**config.mk**
```make
export PLATFORM = sky130hd
export DESIGN_NAME = seq_bcd_converter_flat
export DESIGN_NICKNAME = d
export VERILOG_FILES = /design/src/rtl/seq_bcd_converter_if.sv /design/src/rtl/seq_bcd_converter.sv /design/src/flat_wrapper.sv
export SDC_FILE = /design/constraint.sdc
export NUM_CORES = 1
export LEC_CHECK = 0
export CORE_ASPECT_RATIO = 2
export CORE_MARGIN = 5
export CORE_UTILIZATION = 40
export DETAILED_ROUTE_END_ITERATION = 10
export PLACE_DENSITY_LB_ADDON = 0.3
export SLEW_MARGIN = 40
export SYNTH_ARGS = -nofsm -noshare
export SYNTH_HDL_FRONTEND = slang
export SYNTH_SLANG_ARGS = --single-unit
export TNS_END_PERCENT = 5
```
**constraint.sdc**
```tcl
create_clock -name clk -period 4.77 [get_ports clk]
set_clock_uncertainty 0.15 [all_clocks]
set_input_delay 1.431 -clock clk [delete_from_list [all_inputs] [get_ports clk]]
set_output_delay 1.431 -clock clk [all_outputs]
set_load 0.01 [all_outputs]
```
**src/rtl/seq_bcd_converter_if.sv**
```systemverilog
// seq_bcd_converter_if: handshake and result bundle for seq_bcd_converter.
//   in_valid  upstream word valid        in_ready  converter idle, can accept
//   bin       signed word to convert     busy      conversion in progress
//   out_valid one-cycle new-result pulse sign      result negative
//   bcd       packed BCD digits, digit 0 = ones
//   blank     leading-zero flags per digit (only with BCD_LZ_BLANK_EN)
// master: upstream / consumer side. slave: the converter.
interface seq_bcd_converter_if #(
   parameter int unsigned WIDTH  = 16,
   parameter int unsigned DIGITS = 5
);
   logic                  in_valid;
   logic                  in_ready;
   logic [WIDTH-1:0]      bin;
   logic                  busy;
   logic                  out_valid;
   logic                  sign;
   logic [4*DIGITS-1:0]   bcd;
`ifdef BCD_LZ_BLANK_EN
   logic [DIGITS-1:0]     blank;
`endif

   modport master (
      output in_valid,
      output bin,
      input  in_ready,
      input  busy,
      input  out_valid,
      input  sign,
`ifdef BCD_LZ_BLANK_EN
      input  blank,
`endif
      input  bcd
   );

   modport slave (
      input  in_valid,
      input  bin,
      output in_ready,
      output busy,
      output out_valid,
      output sign,
`ifdef BCD_LZ_BLANK_EN
      output blank,
`endif
      output bcd
   );
endinterface

```
**src/rtl/seq_bcd_converter.sv**
```systemverilog
// seq_bcd_converter: multi-cycle signed binary to sign + BCD converter using
// shift-add-3 (double dabble), one input bit per cycle.
// Ports:
//   clk    rising-edge clock
//   reset  asynchronous, active-high reset
//   bus    seq_bcd_converter_if.slave (in_valid/in_ready/bin in,
//          busy/out_valid/sign/bcd[/blank] out)
// Optional macro BCD_LZ_BLANK_EN adds the registered leading-zero blank flags.
// Results (sign, bcd, blank) are only updated on the DONE edge, so the
// display never sees intermediate shift values.
module seq_bcd_converter #(
   parameter int unsigned WIDTH  = 16,
   parameter int unsigned DIGITS = 5
) (
   input logic                  clk,
   input logic                  reset,
   seq_bcd_converter_if.slave   bus
);
   localparam int unsigned CntW = $clog2(WIDTH + 1);
   localparam int unsigned BcdW = 4 * DIGITS;

   typedef enum logic [1:0] {
      StIdle  = 2'd0,
      StShift = 2'd1,
      StDone  = 2'd2
   } state_e;

   state_e state_q, state_d;

   logic            in_ready;
   logic            busy;
   logic            accept;
   logic [WIDTH-1:0] mag_in;
   logic [BcdW-1:0] bcd_adj;

   logic            neg_q;
   logic [WIDTH-1:0] mag_q;
   logic [BcdW-1:0] work_q;
   logic [CntW-1:0] cnt_q;
   logic            sign_q;
   logic [BcdW-1:0] bcd_q;
   logic            out_valid_q;

   // State register
   always_ff @(posedge clk or posedge reset) begin
      if (reset) state_q <= StIdle;
      else       state_q <= state_d;
   end

   // Next-state logic
   always_comb begin
      state_d = state_q;
      unique case (state_q)
         StIdle:  if (bus.in_valid) state_d = StShift;
         StShift: if (cnt_q == CntW'(1)) state_d = StDone;
         StDone:  state_d = StIdle;
         default: state_d = StIdle;
      endcase
   end

   // FSM outputs
   always_comb begin
      in_ready = (state_q == StIdle);
      busy     = (state_q == StShift) || (state_q == StDone);
   end

   assign accept = in_ready && bus.in_valid;

   // Two's-complement negate in WIDTH bits; the most-negative input maps to
   // 2^(WIDTH-1), which still fits as an unsigned magnitude.
   assign mag_in = bus.bin[WIDTH-1] ? (~bus.bin + WIDTH'(1)) : bus.bin;

   // Add-3 correction applied to every digit before the shift
   always_comb begin
      bcd_adj = work_q;
      for (int i = 0; i < int'(DIGITS); i++) begin
         if (work_q[4*i +: 4] >= 4'd5) bcd_adj[4*i +: 4] = work_q[4*i +: 4] + 4'd3;
      end
   end

`ifdef BCD_LZ_BLANK_EN
   logic [DIGITS-1:0] blank_d;
   logic [DIGITS-1:0] blank_q;
   logic              zero_above;

   // Digit i is blanked when it and every higher digit are zero; ones never.
   always_comb begin
      blank_d    = '0;
      zero_above = 1'b1;
      for (int i = int'(DIGITS) - 1; i >= 1; i--) begin
         zero_above = zero_above && (work_q[4*i +: 4] == 4'd0);
         blank_d[i] = zero_above;
      end
   end

   always_ff @(posedge clk or posedge reset) begin
      if (reset)                  blank_q <= '0;
      else if (state_q == StDone) blank_q <= blank_d;
   end

   assign bus.blank = blank_q;
`endif

   // Conversion datapath and result registers
   always_ff @(posedge clk or posedge reset) begin
      if (reset) begin
         neg_q       <= 1'b0;
         mag_q       <= '0;
         work_q      <= '0;
         cnt_q       <= '0;
         sign_q      <= 1'b0;
         bcd_q       <= '0;
         out_valid_q <= 1'b0;
      end else begin
         out_valid_q <= 1'b0;
         unique case (state_q)
            StIdle: begin
               if (accept) begin
                  neg_q  <= bus.bin[WIDTH-1];
                  mag_q  <= mag_in;
                  work_q <= '0;
                  cnt_q  <= CntW'(WIDTH);
               end
            end
            StShift: begin
               {work_q, mag_q} <= {bcd_adj[BcdW-2:0], mag_q, 1'b0};
               cnt_q           <= cnt_q - CntW'(1);
            end
            StDone: begin
               sign_q      <= neg_q;
               bcd_q       <= work_q;
               out_valid_q <= 1'b1;
            end
            default: ;
         endcase
      end
   end

   assign bus.in_ready  = in_ready;
   assign bus.busy      = busy;
   assign bus.out_valid = out_valid_q;
   assign bus.sign      = sign_q;
   assign bus.bcd       = bcd_q;
endmodule

```
**src/flat_wrapper.sv**
```systemverilog
// flat-port wrapper written by rule: the top's interface ports become plain ports
module seq_bcd_converter_flat 
#(
   parameter int unsigned WIDTH  = 16,
   parameter int unsigned DIGITS = 5
)
  (clk, reset, bus_in_valid, bus_bin, bus_in_ready, bus_busy, bus_out_valid, bus_sign, bus_bcd);
  seq_bcd_converter_if #(.WIDTH(WIDTH), .DIGITS(DIGITS)) bus_i ();
  input logic clk;
  input logic reset;
  input wire logic [$bits(bus_i.in_valid)-1:0] bus_in_valid;
  input wire logic [$bits(bus_i.bin)-1:0] bus_bin;
  output wire logic [$bits(bus_i.in_ready)-1:0] bus_in_ready;
  output wire logic [$bits(bus_i.busy)-1:0] bus_busy;
  output wire logic [$bits(bus_i.out_valid)-1:0] bus_out_valid;
  output wire logic [$bits(bus_i.sign)-1:0] bus_sign;
  output wire logic [$bits(bus_i.bcd)-1:0] bus_bcd;
  assign bus_i.in_valid = bus_in_valid;
  assign bus_i.bin = bus_bin;
  assign bus_in_ready = bus_i.in_ready;
  assign bus_busy = bus_i.busy;
  assign bus_out_valid = bus_i.out_valid;
  assign bus_sign = bus_i.sign;
  assign bus_bcd = bus_i.bcd;
  seq_bcd_converter #(.WIDTH(WIDTH), .DIGITS(DIGITS)) u_core (.clk(clk), .reset(reset), .bus(bus_i));
endmodule
```
==> metrics <==
final period utilization 70.2%; number of CTS-inserted buffers 9; depth of the worst register-to-register path 7; origin of the critical flop-to-flop path u_core.state_q[1]; number of routed nets with antenna violations 0; Buffers & Inverters on Critical Path 2; Final min period 3.35 ns; sequential-to-total area share from yosys stat 49.0%; Yosys top cell by area sky130_fd_sc_hd__dfrtp_1; total vias in the final route 2526; Relative slew margins 49.0%; total power 0.00219 W; Required @ worst endpoint 4.87 ns; worst supply voltage drop on vdd 0.251 mV; list of most frequent post-synthesis cells sky130_fd_sc_hd__dfrtp_1, sky130_fd_sc_hd__o21ai_0, sky130_fd_sc_hd__nand2_1; share of the synthesized area in the top cell type 49.0%; core footprint 8230 µm²; maximum clock rate 299 MHz; type of element capturing the critical path flip-flop; Mapped Nets 369; post-synthesis sequential element count 66; launching element type of the critical path primary input; Final Instance Area 4160 µm²; gpl congestion 0.766; number of distinct standard cells referenced by the synthesized netlist 37; cts hold-fix bufs 0; proportion of synthesized flip-flops having asynchronous set or reset 100%; net count of the finished layout 411; CTS H-Tree Depth 3; placed standard-cell area 3890 µm²; synthesized area per cell 10.2 µm²; RSZ-0062 raised after global routing no; number of global-route vias before repair 2643; post-CTS setup repair buffer count 0; count of input and output buffers 42; wirelength, routed 6700 µm; path class of the lowest-slack min-delay path reg -> reg; most common cell in the netlist sky130_fd_sc_hd__dfrtp_1; CTS sink cnt 66; Crit path largest cell delay 0.52 ns; cells taking the most area after synthesis sky130_fd_sc_hd__dfrtp_1, sky130_fd_sc_hd__mux2_2, sky130_fd_sc_hd__ha_1; height of the chip 140 µm; critical path class in -> reg; fraction of final layout cells with drive strength greater than 1 12.7%; number of antenna cells inserted 0; total routing usage reported by global routing 14.2%; layout overhead on the synthesized area 23.4%; Cell Pwr Density 527 nW/µm²; status finished clean; Max Buffers Root-to-Sink 2; Die X-Extent 74.9 µm; source of the worst hold timing path u_core.mag_q[3]; dominant register cell in the synthesized netlist sky130_fd_sc_hd__dfrtp_1; MaxCap Viol Count 0; cell area after technology mapping 3370 µm²; area enclosed by the die boundary 10500 µm²; post-synthesis instance total 332; count of boundary I/O pins 43; Yosys warnings 0; Rows 47; TritonCTS clock tree yes; final total negative setup slack 0 ns; Final HPWL DP 4960 µm; wire length per cell 14.1 µm; Worst Hold Depth 2; Post-route DRC 0; CP delay by family, top compound AO/OA/AOI/OAI gates; transition time of the tightest slew-check pin 0.763 ns; overall overflow remaining after global route 0; first-pass GRT wire length 11600 µm; reg-to-reg setup timing slack 1.73 ns; CTS root buf sky130_fd_sc_hd__clkbuf_16; initial standard-cell utilization of the core 40.9%; number of setup violations in the final report 0; EDFF count, synth 0; Final Max Slew Viols 0; CTS clock-pin slew for the worst setup and hold paths 0.05 ns; Non-Filler Instances 476; largest net degree at the start of global routing 33; number of gates resized after CTS 0; final count of hold timing violations 0; Worst EP arrival 3.45 ns; Cell Chain, Critical Path clkdlybuf4s50_1 > inv_1 > ha_1 > or4b_4 > o41ai_1 > xnor2_1 > nor2_1 > o21ai_1; largest fanout on the critical path 5; clock network latency to the later pin of the worst-skew pair 0.33 ns; initial antenna violation count 0; standard cell with the maximum stage delay on the critical path sky130_fd_sc_hd__or4b_4; end point of the most critical hold path u_core.mag_q[3]; first-pass iteration count of the detailed router 4; average vias per placed instance 5.31; worst r2r dst u_core.mag_q[0]; Detailed Route Iter0 Violations 91; cell count after placement 461; leakage power of the design 1.80 nW
[power breakdown]
part           leakage, nW  internal (W)  switching [W]
Clock                0.138      0.000374       0.000221
Combinational        0.791      0.000331       0.000457
Sequential           0.870      0.000715      0.0000951
Total                 1.80       0.00142       0.000772
[tightest hold or removal path, cell delays in order, from the launching register on]
cell,delay [ns]
sky130_fd_sc_hd__dfrtp_1,0.34
sky130_fd_sc_hd__nand2_1,0.04
sky130_fd_sc_hd__o21ai_0,0.06
[metrics by stage]
| stage | util (%) | setup WS [ns] | hold WS [ns] |
|---|---|---|---|
| after floorplan | - | 1.53 | 0.293 |
| after global placement | 47.2 | 1.09 | 0.313 |
| after detailed placement | 47.2 | 1.07 | 0.325 |
| after CTS | 50.5 | 1.42 | 0.337 |
| after global routing | 50.5 | 1.34 | 0.354 |
| final | 50.5 | 1.42 | 0.333 |
[cells by family after synthesis]
| family | share of synthesized area [%] |
|---|---|
| compound gates | 15.4 |
| simple gates | 11.7 |
| flops | 49.0 |
| buf+inv | 3.67 |
| xor+xnor | 5.98 |
| mux | 7.65 |
| fa+ha+maj | 6.68 |
[flip-flops by register name (all words and copies together) (netlist names)]
register and count:
u_core.mag_q 16, u_core.state_q 2, u_core.bus.out_valid 1, u_core.cnt_q 5, u_core.neg_q 1, u_core.work_q 20
u_core.bus.sign 1, u_core.bus.bcd 20
[worst max path at each step]
stage | from | to | cells after the start
3_5_place_dp | bus_bin[1] | u_core.mag_q[12] | 8
2_1_floorplan | reset | u_core.bus.bcd[0] | 1
5_1_grt | bus_bin[1] | u_core.mag_q[12] | 8
4_1_cts | bus_bin[1] | u_core.mag_q[12] | 8
6_report | bus_bin[1] | u_core.mag_q[12] | 8
3_3_place_gp | bus_bin[2] | u_core.mag_q[11] | 6
[routing by layer]
layer,vias to the layer above,wire length (µm),track usage [%]
met4,0,108,6.00
met2,42,3800,25.0
met5,-,0,0
li1,1242,-,-
met1,1233,2470,14.9
met3,9,317,4.26
[cells in the final DEF, fill, tap and decap left out, types with 2 or more instances in the layout]
master                            count
sky130_fd_sc_hd__dfrtp_1             66
sky130_fd_sc_hd__clkdlybuf4s50_1     42
sky130_fd_sc_hd__o21ai_0             38
sky130_fd_sc_hd__nand2_1             28
sky130_fd_sc_hd__mux2_2              22
sky130_fd_sc_hd__a21oi_1             21
sky130_fd_sc_hd__nor2_1              20
sky130_fd_sc_hd__inv_1               18
sky130_fd_sc_hd__ha_1                17
sky130_fd_sc_hd__xnor2_1             12
sky130_fd_sc_hd__xor2_1              11
sky130_fd_sc_hd__o22ai_1             10
sky130_fd_sc_hd__clkbuf_16            9
sky130_fd_sc_hd__nand2b_1             6
sky130_fd_sc_hd__nor3_1               6
sky130_fd_sc_hd__o21ai_1              6
sky130_fd_sc_hd__or3_1                5
sky130_fd_sc_hd__o31ai_1              4
sky130_fd_sc_hd__nand3_1              4
sky130_fd_sc_hd__o32ai_1              3
sky130_fd_sc_hd__or4_1                3
sky130_fd_sc_hd__clkinv_2             3
sky130_fd_sc_hd__buf_4                3
sky130_fd_sc_hd__clkbuf_8             2
[area by class of cell]
| cell class | instances | area, µm² |
|---|---|---|
| Fill cell | 784 | 4070 |
| Timing Repair Buffer | 45 | 443 |
| Multi-Input combinational cell | 233 | 1600 |
| Sequential cell | 66 | 1650 |
| Clock buffer | 12 | 256 |
| Tap cell | 98 | 123 |
| Inverter | 19 | 71.3 |
| Clock inverter | 3 | 15.0 |
No activity file was read; power rests on OpenSTA's default activity.
